--- src/rtl/approx_mac_pkg.sv ---
// Shared types and helpers for the approximate-MAC accumulate datapaths.
// Both the unsigned accumulator and the planned signed variant use them.
package approx_mac_pkg;

  localparam int DEF_PROD_W = 16;
  localparam int SAT_MAX_W  = 64;

  typedef enum logic [1:0] {
    IDLE,
    ACCUM,
    HOLD
  } state_t;

  typedef struct packed {
    logic                 ovf;
    logic [SAT_MAX_W-1:0] sum;
  } sat_res_t;

  // Unsigned add clamped to (2^width - 1); both operands must already fit in width bits.
  function automatic sat_res_t sat_add(input logic [SAT_MAX_W-1:0] acc,
                                       input logic [SAT_MAX_W-1:0] prod,
                                       input int unsigned          width);
    logic [SAT_MAX_W:0] full;
    logic [SAT_MAX_W:0] limit;
    sat_res_t           res;
    full    = {1'b0, acc} + {1'b0, prod};
    limit   = ((SAT_MAX_W + 1)'(1) << width) - (SAT_MAX_W + 1)'(1);
    res.ovf = (full > limit);
    res.sum = res.ovf ? limit[SAT_MAX_W-1:0] : full[SAT_MAX_W-1:0];
    return res;
  endfunction

endpackage

--- src/rtl/approx_sat_add.sv ---
// Combinational ACC_W-bit saturating adder; the product is zero-extended
// and any carry out of the accumulator width clamps the sum to all-ones.
module approx_sat_add
  import approx_mac_pkg::*;
#(
  parameter int ACC_W  = 24,
  parameter int PROD_W = DEF_PROD_W
) (
  input  logic [ACC_W-1:0]  i_acc,
  input  logic [PROD_W-1:0] i_prod,
  output logic [ACC_W-1:0]  o_sum,
  output logic              o_ovf
);

  sat_res_t w_res;
  logic     w_unused_hi;

  assign w_res       = sat_add(SAT_MAX_W'(i_acc), SAT_MAX_W'(i_prod), ACC_W);
  assign o_sum       = w_res.sum[ACC_W-1:0];
  assign o_ovf       = w_res.ovf;
  // Bits above ACC_W are always zero after clamping.
  assign w_unused_hi = |w_res.sum[SAT_MAX_W-1:ACC_W];

endmodule

--- src/rtl/approx_prod_accumulator.sv ---
// Accumulates runs of approximate-multiplier products into a saturated sum,
// handing the sum, beat count and status flags downstream over valid/ready.
module approx_prod_accumulator
  import approx_mac_pkg::*;
#(
  parameter int   PROD_W  = DEF_PROD_W,
  parameter int   ACC_W   = 24,
  parameter int   MAX_LEN = 256,
  localparam int  CNT_W   = $clog2(MAX_LEN + 1)
) (
  input  logic              clk,
  input  logic              rst,
  input  logic              prod_valid,
  input  logic [PROD_W-1:0] prod_data,
  input  logic              prod_last,
  output logic              prod_ready,
  output logic              acc_valid,
  output logic [ACC_W-1:0]  acc_data,
  output logic [CNT_W-1:0]  acc_count,
  output logic              acc_overflow,
  output logic              acc_truncated,
  input  logic              out_ready
);

  state_t           r_state;
  logic [ACC_W-1:0] r_acc;
  logic [CNT_W-1:0] r_count;
  logic             r_ovf;
  logic             r_trunc;
  logic             r_valid;

  logic             w_beat;
  logic             w_consume;
  logic             w_start;
  logic [ACC_W-1:0] w_sum;
  logic             w_ovf;
  logic [CNT_W-1:0] w_next_count;

  // In HOLD a beat is only taken together with a consume, so runs chain with no bubble.
  assign prod_ready   = (r_state != HOLD) | out_ready;
  assign w_beat       = prod_valid & prod_ready;
  assign w_consume    = r_valid & out_ready;
  assign w_start      = w_beat & (r_state != ACCUM);
  assign w_next_count = r_count + CNT_W'(1);

  approx_sat_add #(
    .ACC_W  (ACC_W),
    .PROD_W (PROD_W)
  ) u_sat_add (
    .i_acc  (r_acc),
    .i_prod (prod_data),
    .o_sum  (w_sum),
    .o_ovf  (w_ovf)
  );

  // NOTE: non-blocking assignments so every branch below reads pre-edge register values.
  always_ff @(posedge clk) begin
    if (rst) begin
      r_state <= IDLE;
      r_acc   <= '0;
      r_count <= '0;
      r_ovf   <= 1'b0;
      r_trunc <= 1'b0;
      r_valid <= 1'b0;
    end else if (w_start) begin
      r_acc   <= ACC_W'(prod_data);
      r_count <= CNT_W'(1);
      r_ovf   <= 1'b0;
      if (prod_last) begin
        r_state <= HOLD;
        r_trunc <= 1'b0;
        r_valid <= 1'b1;
      end else if (MAX_LEN == 1) begin
        r_state <= HOLD;
        r_trunc <= 1'b1;
        r_valid <= 1'b1;
      end else begin
        r_state <= ACCUM;
        r_trunc <= 1'b0;
        r_valid <= 1'b0;
      end
    end else begin
      case (r_state)
        ACCUM: begin
          if (w_beat) begin
            r_acc   <= w_sum;
            r_count <= w_next_count;
            r_ovf   <= r_ovf | w_ovf;
            // An explicit last wins over the length limit, leaving truncated clear.
            if (prod_last) begin
              r_state <= HOLD;
              r_valid <= 1'b1;
            end else if (w_next_count == CNT_W'(MAX_LEN)) begin
              r_state <= HOLD;
              r_trunc <= 1'b1;
              r_valid <= 1'b1;
            end
          end
        end
        HOLD: begin
          if (w_consume) begin
            r_state <= IDLE;
            r_valid <= 1'b0;
          end
        end
        default: begin
          r_state <= IDLE;
        end
      endcase
    end
  end

  assign acc_valid     = r_valid;
  assign acc_data      = r_acc;
  assign acc_count     = r_count;
  assign acc_overflow  = r_ovf;
  assign acc_truncated = r_trunc;

endmodule

--- config.mk ---
export PLATFORM = sky130hd
export DESIGN_NAME = approx_prod_accumulator
export DESIGN_NICKNAME = d
export VERILOG_FILES = /design/src/rtl/approx_mac_pkg.sv /design/src/rtl/approx_sat_add.sv /design/src/rtl/approx_prod_accumulator.sv
export SDC_FILE = /design/constraint.sdc
export NUM_CORES = 1
export LEC_CHECK = 0
export ABC_AREA = 0
export BUFFER_PORTS_ARGS = -buffer_cell sky130_fd_sc_hd__buf_2
export CAP_MARGIN = 30
export CORE_ASPECT_RATIO = 0.9
export CORE_MARGIN = 3
export CORE_UTILIZATION = 60
export CTS_CLUSTER_SIZE = 8
export DETAILED_ROUTE_END_ITERATION = 16
export GPL_ROUTABILITY_DRIVEN = 0
export GPL_TIMING_DRIVEN = 0
export PLACE_DENSITY = 0.85
export SETUP_SLACK_MARGIN = 0.3
export SLEW_MARGIN = 20
export SYNTH_ARGS = -nofsm -noshare
export SYNTH_HDL_FRONTEND = slang
export SYNTH_SLANG_ARGS = --single-unit
--- constraint.sdc ---
create_clock -name clk -period 6.6 [get_ports clk]
set_input_delay 0.66 -clock clk [delete_from_list [all_inputs] [get_ports clk]]
set_output_delay 0.66 -clock clk [all_outputs]
set_load 0.02 [all_outputs]
==> results of run 1 <==
[final cells by class]
cell class	instances	area [um2]	area share
multi-input combinational	299	1930	0.593
inverter	9	33.8	0.0104
tap	60	75.1	0.0231
clock buffer	7	76.3	0.0235
clock inverter	1	30.0	0.00923
timing repair buffer	56	280	0.0861
buffer	15	68.8	0.0211
sequential	38	761	0.234
[tightest hold or removal path: stages, from the launching register on]
cell and delay, ns:
sky130_fd_sc_hd__dfxtp_1 0.31, sky130_fd_sc_hd__inv_1 0.05, sky130_fd_sc_hd__a21oi_1 0.05
[state kept, by name, indices dropped and copies added, names as in the netlist]
| signal | cells |
|---|---|
| acc_count | 9 |
| acc_data | 24 |
| acc_overflow | 1 |
| acc_truncated | 1 |
| acc_valid | 1 |
| r_state | 2 |
[Yosys cell counts, types with 3 or more instances]
| master | count |
|---|---|
| sky130_fd_sc_hd__a211oi_1 | 7 |
| sky130_fd_sc_hd__a21o_1 | 9 |
| sky130_fd_sc_hd__a21oi_1 | 24 |
| sky130_fd_sc_hd__a31oi_1 | 8 |
| sky130_fd_sc_hd__a41oi_1 | 4 |
| sky130_fd_sc_hd__and2_1 | 3 |
| sky130_fd_sc_hd__and3_1 | 5 |
| sky130_fd_sc_hd__and4_1 | 4 |
| sky130_fd_sc_hd__buf_2 | 4 |
| sky130_fd_sc_hd__clkbuf_1 | 10 |
| sky130_fd_sc_hd__dfxtp_1 | 38 |
| sky130_fd_sc_hd__ha_1 | 18 |
| sky130_fd_sc_hd__inv_1 | 9 |
| sky130_fd_sc_hd__nand2_1 | 38 |
| sky130_fd_sc_hd__nand2b_1 | 4 |
| sky130_fd_sc_hd__nand3_1 | 8 |
| sky130_fd_sc_hd__nand4_1 | 6 |
| sky130_fd_sc_hd__nor2_1 | 31 |
| sky130_fd_sc_hd__nor3_1 | 17 |
| sky130_fd_sc_hd__o211ai_1 | 6 |
| sky130_fd_sc_hd__o21ai_0 | 33 |
| sky130_fd_sc_hd__o21ai_1 | 4 |
| sky130_fd_sc_hd__o21bai_1 | 4 |
| sky130_fd_sc_hd__o31ai_1 | 3 |
| sky130_fd_sc_hd__or3_1 | 3 |
| sky130_fd_sc_hd__xnor2_1 | 8 |
| sky130_fd_sc_hd__xor2_1 | 11 |
[per-stage QoR]
step / instances / worst slack [ns] / hold WS (ns) / area, um2 / util
floorplan: 361 / 3.84 / 0.522 / 2790 / -
global placement: 477 / 3.34 / 0.432 / 3150 / 0.738
detailed placement: 477 / 3.31 / 0.437 / 3150 / 0.738
CTS: 485 / 3.59 / 0.447 / 3250 / 0.763
global route: 485 / 3.40 / 0.483 / 3250 / 0.763
finish: 485 / 3.57 / 0.445 / 3250 / 0.763
[final timing paths]
kind | slack [ns] | start | cells after the start | to
max reg2reg | 3.67 | acc_data[0]$_SDFFE_PP0P_ | 10 | acc_data[11]$_SDFFE_PP0P_
max | 3.57 | prod_data[0] | 11 | acc_data[11]$_SDFFE_PP0P_
min | 0.44 | acc_overflow$_SDFFE_PP0P_ | 2 | acc_overflow$_SDFFE_PP0P_
min reg2reg | 0.44 | acc_overflow$_SDFFE_PP0P_ | 2 | acc_overflow$_SDFFE_PP0P_
[per-layer routing]
layer	GRT usage	vias to the layer above	wire (um)
met2	0.412	139	3270
li1	-	1491	-
met1	0.395	1404	3570
met5	0	-	0
met3	0.0636	13	697
met4	0.0874	0	91
[cell families after synthesis]
group	synth area share
compound gates	0.310
simple gates	0.223
flops	0.272
buf+inv	0.0367
xor+xnor	0.0596
fa+ha+maj	0.0878
mux	0.0112
[report_power, final]
group | switching [uW] | total, uW | internal, uW
combinational | 116 | 188 | 71.5
clock | 82.5 | 196 | 113
sequential | 10.4 | 251 | 240
==> impl_metrics.csv, run 1 <==
group,metric,value,unit
floorplan,pin_count,58,
pwr,power_density,195,mW/mm2
floorplan,fp-row-count,22,
global_routing,grt.overflow.total,0,
critical_path,worst_path_max_delay_cell,"sky130_fd_sc_hd__a2111oi_2",
critical_path,critical_path.cell_chain,"buf_2 -> ha_1 -> inv_1 -> fa_1 -> nand2b_1 -> a21o_1 -> a22o_1 -> a2111oi_2 -> buf_2 -> nor3_1 -> o21ai_0",
critical_path,critical_path.max_stage_delay,0.55,ns
critical_path,arrival,3.25,ns
run,maxCapViolCount,0,
routing,ant_nets,0,
critical_path,critical_path.max_fanout,10,
finish,antennaDiodeCount,0,
pwr,power.leakage,0.00142,uW
synth,synth.avg_cell_area,7.74,um2
clock_tree,cts-htree-levels,2,
timing,grt_setup_unrepaired,"false",
min_path,hold_path.class,"flip-flop to flip-flop",
synth,post_synth_arst_share,0,
clock_tree,cts_made_buffers,5,
timing,finalSetupViolCount,0,
synth,synth.cell_area,0.00279,mm2
global_routing,number_of_antenna_violations_at_the_first_check_in_global_routing,0,
timing,final_hold_violation_count,0,
routing,detail_route.drc_violations,0,
timing,slew_headroom,0.578,
routing,wirelength,7.64,mm
finish,layout.filler_cells,331,
synth,syn-num-nets,401,
clock_tree,cts_setup_buffers,0,
critical_path,crit_path_start_kind,"input pin",
clock_tree,clock_sink_count,38,
place,port-buffer-count,56,
finish,most_common_library_cell_in_the_layout_ignoring_fill_and_taps,"sky130_fd_sc_hd__buf_2",
clock_tree,clock_tree_from_tritoncts,"yes",
timing,setup_tns,0,ns
timing,worst-slew-pin-transition,0.623,ns
timing,timing.fmax,330,MHz
finish,most-common-layout-cells,"sky130_fd_sc_hd__buf_2 (60), sky130_fd_sc_hd__nand2_1 (38), sky130_fd_sc_hd__dfxtp_1 (38)",
clock_tree,clkLatencyLatePin,0.29,ns
timing,post-route-period-util,0.460,
critical_path,worst-endpoint-required,6.81,ns
critical_path,critPathKind,"input pin to flip-flop",
place,detailed_place_hpwl,5.85,mm
timing,final.min_clock_period,3.03,ns
routing,drt-pass1-iter-count,5,
finish,area.growth.synth_to_final,16.5,%
synth,yosys.area.top_type,"sky130_fd_sc_hd__dfxtp_1",
pwr,max-vdd-ir-drop,0.161,mV
synth,synth-seq-cells,38,
floorplan,die_height,70.7,um
synth,synthesis.instances,361,
clock_tree,cts_hold_buffers,0,
critical_path,critical-path-top-delay-family,"compound AO/OA/AOI/OAI gates",
global_routing,grt_max_degree,12,
synth,yosys_most_used_dff,"sky130_fd_sc_hd__dfxtp_1",
floorplan,core_area,0.00427,mm2
finish,post_route_cells_drive_above_1_share,0.176,
clock_tree,path_clk_slew,0.07,ns
critical_path,crit_buf_inv,3,
routing,avgRoutedWirePerCell,15.7,um
synth,netlist_top_cells_area,"sky130_fd_sc_hd__dfxtp_1 (27%), sky130_fd_sc_hd__ha_1 (8.1%), sky130_fd_sc_hd__o21ai_0 (5.9%), sky130_fd_sc_hd__nand2_1 (5.1%), sky130_fd_sc_hd__a21oi_1 (4.3%)",
global_routing,grt_pass1_vias,2725,
synth,yosys.area.top_type_share,0.272,
floorplan,die_area,0.00551,mm2
critical_path,endpoint_kind,"flip-flop",
pwr,post_layout_total_power,634,uW
global_routing,gr_usage_total,0.276,
floorplan,dieWidth,77.9,um
timing,finalClockSkew,0.00769,ns
global_routing,wire_length_of_the_first_global_routing_pass,12.6,mm
synth,number_of_warnings_issued_by_yosys,0,
clock_tree,ctsLongestPathBuffers,2,
run_status,outcome,"finished clean",
floorplan,starting_utilization_of_the_core_area,0.655,
synth,number_of_enable_flip_flop_cells_after_synthesis,0,
clock_tree,clock_root_buffer,"sky130_fd_sc_hd__clkbuf_8",
synth,synth.yosys.seq_area_share,0.272,
synth,synth_cell_type_count,59,
critical_path,cpMostUsedCell,"sky130_fd_sc_hd__buf_2",
timing,slew_violations,0,
routing,detail_route.iter0.violations,275,
clock_tree,postCtsResizedCells,0,
routing,vias,3047,
finish,final_net_count,464,
routing,avgViaCountPerCell,6.28,
No activity file was read; power rests on OpenSTA's default activity.
==> run 2: changes to the inputs <==
- ABC_AREA: 0 -> 1
- CORE_UTILIZATION: 60 -> 56
- PLACE_DENSITY: 0.85 -> 0.8
- clock period: 6.6 -> 3.1 ns (I/O delays scaled with it)
==> impl_metrics.csv, run 2 <==
group,metric,value,unit
routing,wirelength,8.05,mm
clock_tree,cts-htree-levels,2,
global_routing,number_of_antenna_violations_at_the_first_check_in_global_routing,0,
critical_path,critical_path.max_fanout,9,
pwr,max-vdd-ir-drop,0.235,mV
clock_tree,clock_tree_from_tritoncts,"yes",
synth,synth.yosys.seq_area_share,0.251,
synth,yosys.area.top_type_share,0.251,
finish,antennaDiodeCount,0,
floorplan,starting_utilization_of_the_core_area,0.601,
synth,netlist_top_cells_area,"sky130_fd_sc_hd__dfxtp_1 (25%), sky130_fd_sc_hd__nand2_1 (19%), sky130_fd_sc_hd__nor2_1 (9.9%), sky130_fd_sc_hd__inv_1 (8.2%), sky130_fd_sc_hd__a21oi_1 (7.6%)",
pwr,post_layout_total_power,1390,uW
critical_path,endpoint_kind,"flip-flop",
timing,worst-slew-pin-transition,0.667,ns
synth,synth_cell_type_count,36,
clock_tree,cts_hold_buffers,0,
floorplan,die_height,75.8,um
finish,layout.filler_cells,491,
synth,yosys_most_used_dff,"sky130_fd_sc_hd__dfxtp_1",
critical_path,crit_path_start_kind,"flip-flop",
clock_tree,path_clk_slew,0.08,ns
clock_tree,cts_made_buffers,5,
synth,synth.cell_area,0.00303,mm2
critical_path,arrival,2.62,ns
routing,avgRoutedWirePerCell,12.6,um
timing,final_hold_violation_count,0,
synth,synth_xor_xnor_area_share,0.0289,
run_status,outcome,"finished clean",
synth,yosys.area.top_type,"sky130_fd_sc_hd__dfxtp_1",
clock_tree,clock_sink_count,38,
synth,number_of_warnings_issued_by_yosys,0,
floorplan,pin_count,58,
floorplan,die_area,0.00634,mm2
routing,avgViaCountPerCell,5.32,
critical_path,timing.critical_path.from,"acc_data[0]$_SDFFE_PP0P_",
clock_tree,cts_setup_buffers,0,
place,detailed_place_hpwl,6.25,mm
synth,synth-simple-area-share,0.389,
clock_tree,clock_root_buffer,"sky130_fd_sc_hd__clkbuf_8",
min_path,hold_path.class,"input pin to flip-flop",
finish,area.growth.synth_to_final,14.9,%
global_routing,grt.overflow.total,0,
timing,grt_setup_unrepaired,"false",
place,dp.cells,633,
synth,post_synth_arst_share,0,
timing,slew_headroom,0.555,
synth,synth_most_common_cell,"sky130_fd_sc_hd__nand2_1",
finish,ff_latch_area,761,um2
finish,most-common-layout-cells,"sky130_fd_sc_hd__nand2_1 (155), sky130_fd_sc_hd__nor2_1 (80), sky130_fd_sc_hd__inv_1 (66)",
critical_path,rrSetupSlack,0.71,ns
critical_path,crit-reg2reg-capture,"acc_data[21]$_SDFFE_PP0P_",
timing,finalClockSkew,0.00733,ns
timing,final.min_clock_period,2.39,ns
routing,ant_nets,0,
finish,post_route_cells_drive_above_1_share,0.137,
pwr,power.leakage,0.00181,uW
timing,post-route-period-util,0.771,
global_routing,grt_max_degree,12,
clock_tree,ctsLongestPathBuffers,2,
finish,final_net_count,615,
critical_path,ff2ff_path_depth,14,
synth,syn-num-nets,552,
global_routing,gr_usage_total,0.255,
synth,synth_commonest_cells,"sky130_fd_sc_hd__nand2_1 (155), sky130_fd_sc_hd__nor2_1 (80), sky130_fd_sc_hd__inv_1 (66)",
timing,setup_tns,0,ns
synth,synth_top_family_by_area,"simple AND/OR/NAND/NOR gates",
timing,fin_hold_ws,0.310,ns
critical_path,worstReg2RegStart,"acc_data[0]$_SDFFE_PP0P_",
synth,synth.avg_cell_area,5.92,um2
timing,slew_violations,0,
floorplan,core_area,0.00504,mm2
clock_tree,clkLatencyLatePin,0.30,ns
synth,synth_compound_gate_area_share,0.149,
global_routing,grt_pass1_vias,3001,
run,maxCapViolCount,0,
synth,synth.area.mux_share,0,
critical_path,cp-endpoint,"acc_data[21]$_SDFFE_PP0P_",
critical_path,critPathKind,"flip-flop to flip-flop",
floorplan,dieWidth,83.6,um
critical_path,worst-endpoint-required,3.33,ns
synth,number_of_enable_flip_flop_cells_after_synthesis,0,
floorplan,fp-row-count,24,
timing,timing.fmax,418,MHz
routing,vias,3408,
synth,synth-seq-cells,38,
routing,drt-pass1-iter-count,4,
finish,total_area_of_multi_input_combinational_cells,0.00196,mm2
finish,finish.cell_count_without_fillers,641,
global_routing,wire_length_of_the_first_global_routing_pass,13.2,mm
place,port-buffer-count,56,
routing,detail_route.drc_violations,0,
timing,finalSetupViolCount,0,
synth,post_synth_fa_ha_maj_area_fraction,0.0809,
pwr,power_density,398,mW/mm2
synth,synthesis.instances,512,
clock_tree,postCtsResizedCells,0,
routing,detail_route.iter0.violations,188,
finish,largest_register_ff_count,24,
finish,most_common_library_cell_in_the_layout_ignoring_fill_and_taps,"sky130_fd_sc_hd__nand2_1",
[run 2: kinds of logic (layout without fill, tap and decap cells)]
family | after synthesis | in the layout
buffers and inverters | 79 | 143
AND/OR/NAND/NOR | 287 | 287
AO/OA/AOI/OAI | 79 | 79
adder cells (fa/ha/maj) | 19 | 19
flip-flops | 38 | 38
XOR/XNOR | 10 | 10
[run 2: worst min path at each step]
| stage | startpoint | end | slack, ns | cells past startpoint |
|---|---|---|---|---|
| after floorplan | prod_data[0] | acc_data[0]$_SDFFE_PP0P_ | 0.48 | 2 |
| after global placement | acc_overflow$_SDFFE_PP0P_ | acc_overflow$_SDFFE_PP0P_ | 0.44 | 2 |
| after detailed placement | acc_overflow$_SDFFE_PP0P_ | acc_overflow$_SDFFE_PP0P_ | 0.44 | 2 |
| after CTS | prod_data[0] | acc_data[0]$_SDFFE_PP0P_ | 0.31 | 3 |
| after global routing | prod_data[0] | acc_data[0]$_SDFFE_PP0P_ | 0.33 | 3 |
| final | prod_data[0] | acc_data[0]$_SDFFE_PP0P_ | 0.31 | 3 |
[run 2: layer usage]
metal	part of all wire	global-route usage	vias to the layer above
li1	-	-	1751
met1	0.48	0.350	1532
met2	0.44	0.421	117
met3	0.076	0.0389	8
met4	0.0094	0.0768	0
met5	0	0	-
[run 2: metrics by stage]
step	utilization	setup WS (ns)	cell area, um2
after floorplan	-	0.973	3030
after global placement	0.673	0.774	3390
after detailed placement	0.673	0.729	3390
after CTS	0.691	0.747	3490
after global routing	0.691	0.501	3490
final	0.691	0.710	3490
[run 2: power breakdown]
part / internal [uW] / total [uW] / switching (uW)
Combinational: 168 / 476 / 308
Sequential: 518 / 542 / 24.6
Clock: 180 / 369 / 190
[run 2: cell type report]
type	count	area share
multi-input cells	395	0.564
flip-flops and latches	38	0.218
repair buffers	56	0.0804
inverters	69	0.0743
clock buffers	7	0.0248
well taps	65	0.0233
plain buffers	10	0.0140
clock inverters	1	0.00144
[run 2: worst max-delay path, cell delays in order (launching register included)]
cell,delay [ns]
sky130_fd_sc_hd__dfxtp_1,0.38
sky130_fd_sc_hd__ha_1,0.22
sky130_fd_sc_hd__inv_1,0.08
sky130_fd_sc_hd__fa_1,0.41
sky130_fd_sc_hd__inv_1,0.07
sky130_fd_sc_hd__nand3_1,0.06
sky130_fd_sc_hd__nand2_1,0.18
sky130_fd_sc_hd__nand2_1,0.07
sky130_fd_sc_hd__nand2_1,0.11
sky130_fd_sc_hd__nand2_1,0.08
sky130_fd_sc_hd__nand2_2,0.16
sky130_fd_sc_hd__nand3_2,0.22
sky130_fd_sc_hd__nand2_1,0.13
sky130_fd_sc_hd__nor2_1,0.05
sky130_fd_sc_hd__nor2_1,0.10
